<file path="config.mk">
export PLATFORM = sky130hd
export DESIGN_NAME = spi_flash_master
export DESIGN_NICKNAME = d
export VERILOG_FILES = /design/src/rtl/spi_flash_master.sv
export SDC_FILE = /design/constraint.sdc
export NUM_CORES = 1
export LEC_CHECK = 0
export ABC_AREA = 1
export CAP_MARGIN = 20
export CORE_MARGIN = 10
export CORE_UTILIZATION = 53
export DETAILED_ROUTE_END_ITERATION = 10
export GPL_ROUTABILITY_DRIVEN = 0
export PLACE_DENSITY = 0.76
export SLEW_MARGIN = 20
export SYNTH_ARGS = -nofsm -noshare
export SYNTH_HDL_FRONTEND = slang
export SYNTH_SLANG_ARGS = --single-unit
</file>
<file path="constraint.sdc">
create_clock -name wb_clk -period 5.05 [get_ports wb_clk]
set_input_delay 0.7575 -clock wb_clk [delete_from_list [all_inputs] [get_ports wb_clk]]
set_output_delay 0.7575 -clock wb_clk [all_outputs]
set_load 0.1 [all_outputs]
</file>
<file path="src/rtl/spi_flash_master.sv">
// Wishbone-controlled SPI master for serial flash: DATA/CTRL/DIVIDER/SS registers,
// one transfer of 1..32 bits per GO, programmable clock divider and sampling edges.
module spi_flash_master #(
  parameter int          SS_NB     = 8,
  parameter logic [15:0] DIV_RESET = 16'h0000
) (
  input  logic             wb_clk,
  input  logic             wb_rst,
  input  logic [4:2]       wb_adr_i,
  input  logic [31:0]      wb_dat_i,
  output logic [31:0]      wb_dat_o,
  input  logic             wb_we_i,
  input  logic             wb_stb_i,
  input  logic             wb_cyc_i,
  output logic             wb_ack_o,
  output logic             int_o,
  output logic             sclk_o,
  output logic             mosi_o,
  input  logic             miso_i,
  output logic [SS_NB-1:0] ss_o
);

  localparam logic [0:0] IDLE = 1'b0;
  localparam logic [0:0] XFER = 1'b1;

  localparam logic [2:0] ADR_DATA = 3'd0;
  localparam logic [2:0] ADR_CTRL = 3'd4;
  localparam logic [2:0] ADR_DIV  = 3'd5;
  localparam logic [2:0] ADR_SS   = 3'd6;

  logic [0:0]       state;
  logic [5:0]       char_len;
  logic             rx_neg, tx_neg, lsb, ie, ass;
  logic [15:0]      divider, cnt;
  logic [SS_NB-1:0] ss;
  logic [31:0]      tx, rx;
  logic [6:0]       edge_cnt;

  // Handshake: an access is accepted on the edge where stb&cyc is high and ack
  // is low; that edge performs the write, captures read data and raises ack.
  logic        access, wr, busy, start, tick, rising, last;
  logic        drive_tx, sample_rx;
  logic [5:0]  len, half, tx_k;
  logic [4:0]  tx_pos, rx_pos, start_pos;
  logic [31:0] rd_data;

  function automatic logic [5:0] eff_len(input logic [5:0] cl);
    return (cl == 6'd0 || cl > 6'd32) ? 6'd32 : cl;
  endfunction

  function automatic logic [4:0] bit_pos(input logic [5:0] k, input logic [5:0] l,
                                         input logic lsb_first);
    logic [5:0] p;
    p = lsb_first ? k : l - 6'd1 - k;
    return p[4:0];
  endfunction

  always_comb begin
    access    = wb_stb_i & wb_cyc_i & ~wb_ack_o;
    wr        = access & wb_we_i;
    busy      = (state == XFER);
    start     = wr && (wb_adr_i == ADR_CTRL) && !busy && wb_dat_i[8];
    len       = eff_len(char_len);
    tick      = busy && (cnt == 16'd0);
    rising    = ~sclk_o;
    last      = tick && (edge_cnt == {len, 1'b0} - 7'd1);
    half      = edge_cnt[6:1];
    // With TX_NEG the falling edge of bit k-1 launches bit k; the last falling edge launches nothing.
    tx_k      = tx_neg ? half + 6'd1 : half;
    drive_tx  = tick && (tx_neg ? ~rising : rising) && (tx_k < len);
    sample_rx = tick && (rx_neg ? ~rising : rising);
    tx_pos    = bit_pos(tx_k, len, lsb);
    rx_pos    = bit_pos(half, len, lsb);
    start_pos = bit_pos(6'd0, eff_len(wb_dat_i[5:0]), wb_dat_i[11]);
  end

  always_comb begin
    rd_data = 32'd0;
    case (wb_adr_i)
      ADR_DATA: rd_data = rx;
      ADR_CTRL: rd_data = {18'd0, ass, ie, lsb, tx_neg, rx_neg, busy, 2'b00, char_len};
      ADR_DIV:  rd_data = {16'd0, divider};
      ADR_SS:   rd_data = {{(32-SS_NB){1'b0}}, ss};
      default:  rd_data = 32'd0;
    endcase
  end

  assign ss_o = (ass && !busy) ? {SS_NB{1'b1}} : ~ss;

  always_ff @(posedge wb_clk or posedge wb_rst) begin
    if (wb_rst) begin
      state    <= IDLE;
      char_len <= 6'd0;
      rx_neg   <= 1'b0;
      tx_neg   <= 1'b0;
      lsb      <= 1'b0;
      ie       <= 1'b0;
      ass      <= 1'b0;
      divider  <= DIV_RESET;
      cnt      <= 16'd0;
      ss       <= '0;
      tx       <= 32'd0;
      rx       <= 32'd0;
      edge_cnt <= 7'd0;
      wb_ack_o <= 1'b0;
      wb_dat_o <= 32'd0;
      int_o    <= 1'b0;
      sclk_o   <= 1'b0;
      mosi_o   <= 1'b0;
    end else begin
      wb_ack_o <= access;
      if (access) wb_dat_o <= rd_data;
      if (wr && wb_adr_i == ADR_SS) ss <= wb_dat_i[SS_NB-1:0];

      if (!busy) begin
        if (wr && wb_adr_i == ADR_DATA) tx <= wb_dat_i;
        if (wr && wb_adr_i == ADR_DIV)  divider <= wb_dat_i[15:0];
        if (wr && wb_adr_i == ADR_CTRL) begin
          char_len <= wb_dat_i[5:0];
          rx_neg   <= wb_dat_i[9];
          tx_neg   <= wb_dat_i[10];
          lsb      <= wb_dat_i[11];
          ie       <= wb_dat_i[12];
          ass      <= wb_dat_i[13];
        end
        if (start) begin
          state    <= XFER;
          rx       <= 32'd0;
          cnt      <= divider;
          edge_cnt <= 7'd0;
          sclk_o   <= 1'b0;
          if (wb_dat_i[10]) mosi_o <= tx[start_pos];
        end
      end else if (tick) begin
        cnt      <= divider;
        edge_cnt <= edge_cnt + 7'd1;
        sclk_o   <= ~sclk_o;
        if (drive_tx)  mosi_o     <= tx[tx_pos];
        if (sample_rx) rx[rx_pos] <= miso_i;
        if (last) begin
          state  <= IDLE;
          sclk_o <= 1'b0;
        end
      end else begin
        cnt <= cnt - 16'd1;
      end

      // A completion outranks the clear caused by a simultaneous access.
      if (last && ie)  int_o <= 1'b1;
      else if (access) int_o <= 1'b0;
    end
  end

endmodule

</file>
==> impl_metrics.csv <==
group,metric,value,unit
status,outcome,"completed",
global_routing,track_usage,0.218,
floorplanning,io-pin-count,85,
power,power.share.switching,0.299,
power,p_leak,5.23,nW
cts,clock_path_buffers,2,
sta,setup_slack,1630,ps
routing,post_drt_wl_per_cell,16.9,um
cells_and_area,diodes,0,
floorplanning,die-width,152,um
synthesis,synth_top_area_frac,0.431,
cts,cts_tree,"built",
sta,rsz0062_at_grt,"false",
cts,hold_buffers,0,
global_routing,antenna_found_initial,0,
setup_path,reg2reg_setup_slack,1960,ps
routing,drtAntennaViolNets,0,
routing,vias,8750,
sta,finalSetupTns,0,ps
sta,slew_headroom,0.330,
power,p_sw,0.000890,W
setup_path,crit_fanout,21,
power,pwr-share-seq,0.442,
global_routing,grt_overflow,0,
setup_path,cp_slowest_cell,"clkdlybuf4s50_1",
setup_path,max_stage_delay,490,ps
setup_path,start_kind,"input port",
cells_and_area,layout.nets,1349,
synthesis,synth_area_leaders,"dfrtp_1 43%, nand2_1 14%, nand3_1 8.3%, o21ai_0 5.3%, inv_1 4.8%",
cts,cts.clk_slew.worst_paths,60,ps
cells_and_area,n_fill_cell,1522,
cts,clock-root-buffer,"clkbuf_16",
cts,htree_levels,4,
synthesis,syn_nets,1285,
power,p_per_area,276,nW/um2
synthesis,ys_seq_elements,159,
cts,clk_latency,440,ps
routing,viasPerCell,5.74,
cts,cts_setup_buffers,0,
floorplanning,coreArea,17200,um2
cts,cts_resized,0,
floorplanning,design.die.area,23100,um2
floorplanning,die_y,152,um
sta,slew_viol_final,0,
worst_hold_path,hold_depth,2,
cts,clock_sinks,159,
global_routing,grt_pass1_vias,8226,
synthesis,synthCells,1223,
setup_path,critPathLaunch,"wb_dat_i[4]",
power,clock_power_share,0.420,
routing,routed_wl,25800,um
setup_path,crit_path_end_kind,"flip-flop",
synthesis,ys_top_cells_by_count,"349 x nand2_1, 159 x dfrtp_1, 154 x nand3_1, 118 x inv_1, 97 x o21ai_0",
setup_path,crit_arrival,3740,ps
synthesis,synth_cell_types,54,
power,peakVddDrop,251,uV
setup_path,cp_data_required_time,5370,ps
sta,setup_viol,0,
routing,drc_errors,0,
cells_and_area,layout-drive-gt1-share,0.0777,
global_routing,grt_pass1_wl,42600,um
setup_path,cp_num_buf_inv,4,
global_routing,grt_max_degree,105,
job,max-cap-violations,0,
setup_path,reg2regPathDepth,14,
placed_design,place_ws,1350,ps
floorplanning,initial_core_util,0.538,
routing,dr.pass1.iters,6,
setup_path,path_cells,"clkdlybuf4s50_1 > inv_1 > nand3_1 > nand2_1 > nand3_1 > buf_4 > ha_1 > nor2_1 > inv_1 > nand3_1 > nand3_1 > nand3_1 > nand3_1 > nand3_1 > a21oi_1",
setup_path,critical_path_class,"input port to flip-flop",
placed_design,dp_hpwl,18500,um
synthesis,syn-mean-instance-area,7.55,um2
setup_path,worst_path_dominant_cell_family,"simple AND/OR/NAND/NOR gates",
placed_design,io_buffers,84,
sta,clock-skew-final,8.30,ps
setup_path,crit_path_frequent_cell,"nand3_1",
worst_hold_path,min_from,"wb_dat_o[14]",
setup_path,worstReg2RegStart,"edge_cnt[2]",
synthesis,yosysMostFrequentCell,"nand2_1",
power,comb_power_share,0.138,
routing,drt_iter0_markers,1103,
synthesis,yosysWarnings,0,
setup_path,rr_endpoint,"mosi_o",
sta,max_freq,0.292,GHz
sta,fin_crit,3420,ps
worst_hold_path,hold_class,"flip-flop to flip-flop",
sta,tightest_slew,1000,ps
setup_path,path_depth,15,
floorplanning,num_rows,48,
sta,hold_viol,0,
sta,finalCritPeriodShare,0.677,
cts,cts_buffers,17,
synthesis,yosys.area.top_type,"dfrtp_1",
setup_path,cp-endpoint,"mosi_o",
power,p_int,0.00209,W
cells_and_area,syn_to_final_growth,16.9,%
synthesis,synth_edf_count,0,
synthesis,syn_area,9230,um2
synthesis,synth-seq-area-share,0.431,
synthesis,synth_ff_type,"dfrtp_1",
synthesis,async_flop_share,1.00,
## worst reg2reg max path, cell delays in order (launching register included)
cell     delay, ps
dfrtp_1        520
ha_1           310
nand2_1         60
o21ai_0        230
fa_1           510
xor2_1         180
o21ai_1        390
inv_1          200
nand3_1        130
nand3_1        100
nand3_1         90
nand3_1         70
nand2_1         80
inv_1           30
a21oi_1        120
## cell type report
type / instances / area (um2) / area share
inverters: 134 / 508 / 0.0471
well taps: 225 / 282 / 0.0261
multi-input cells: 879 / 4510 / 0.418
repair buffers: 96 / 951 / 0.0881
clock buffers: 19 / 433 / 0.0401
flip-flops and latches: 159 / 3980 / 0.369
clock inverters: 13 / 128 / 0.0118
## flip-flops by register name (all words and copies together), names as in the netlist, 6 cells and up
| register | cells |
|---|---|
| wb_dat_o | 32 |
| rx | 32 |
| ss | 8 |
| cnt | 16 |
| tx | 32 |
| edge_cnt | 7 |
| divider | 16 |
| char_len | 6 |
## worst min path at each step
stage	end
2_1_floorplan	rx[8]
3_3_place_gp	rx[9]
3_5_place_dp	wb_dat_o[21]
4_1_cts	rx[1]
5_1_grt	wb_dat_o[14]
6_report	wb_dat_o[14]
## placed cells by master (no fill, tap or decap), types with 2 or more instances in the layout
master	Yosys	routed
nand2_1	349	349
dfrtp_1	159	159
nand3_1	154	153
inv_1	118	117
o21ai_0	97	97
clkdlybuf4s50_1	0	84
nor2_1	50	50
a21oi_1	40	40
nand3b_1	24	24
o21ai_1	21	21
nand4_1	21	21
ha_1	19	19
clkbuf_16	0	17
xor2_1	15	15
inv_2	13	13
nor2_2	11	11
buf_4	4	11
nand2_2	9	9
o211ai_1	9	9
nor3_1	7	7
inv_6	0	5
clkinvlp_4	0	5
nor2_4	4	4
nor3_2	4	4
a22o_1	4	4
a31oi_1	3	3
o21ai_2	3	3
clkinv_1	3	3
o221ai_1	3	3
xnor2_1	3	3
o2111ai_1	3	3
nand3_2	1	2
nand3_4	2	2
o22ai_1	2	2
or2_2	2	2
fa_1	2	2
clkbuf_1	29	2
## per-layer routing
| layer | up-vias | share of wire | GRT usage |
|---|---|---|---|
| met5 | - | 0 | 0 |
| met4 | 0 | 0.020 | 0.0646 |
| met3 | 51 | 0.079 | 0.0432 |
| met2 | 411 | 0.45 | 0.336 |
| met1 | 4131 | 0.45 | 0.303 |
| li1 | 4157 | - | - |
## power groups by stage
stage | Combinational (W) | Sequential [W] | Clock [W]
after global placement | 0.000407 | 0.00134 | 0
after floorplan | 0.000204 | 0.00142 | 0
final | 0.000410 | 0.00132 | 0.00125
after global routing | 0.000438 | 0.00132 | 0.00131
after CTS | 0.000411 | 0.00132 | 0.00126
after detailed placement | 0.000409 | 0.00134 | 0
## cells by family (layout without fill, tap and decap cells)
| family | Yosys count | after routing | synth area share |
|---|---|---|---|
| flip-flops | 159 | 159 | 0.431 |
| AO/OA/AOI/OAI | 194 | 194 | 0.118 |
| XOR/XNOR | 19 | 19 | 0.0188 |
| buffers and inverters | 185 | 262 | 0.0809 |
| adder cells (fa/ha/maj) | 21 | 21 | 0.0301 |
| AND/OR/NAND/NOR | 645 | 645 | 0.322 |
## per-stage QoR
| step | utilization | hold WS [ps] | area [um2] | cells | total power [W] |
|---|---|---|---|---|---|
| 2_1_floorplan | - | 442 | 9230 | 1223 | 0.00162 |
| 3_3_place_gp | 0.594 | 460 | 10200 | 1492 | 0.00175 |
| 3_5_place_dp | 0.596 | 466 | 10200 | 1493 | 0.00175 |
| 4_1_cts | 0.628 | 482 | 10800 | 1525 | 0.00299 |
| 5_1_grt | 0.628 | 492 | 10800 | 1525 | 0.00307 |
| 6_report | 0.628 | 479 | 10800 | 1525 | 0.00298 |
(Power assumes the default switching activity.)
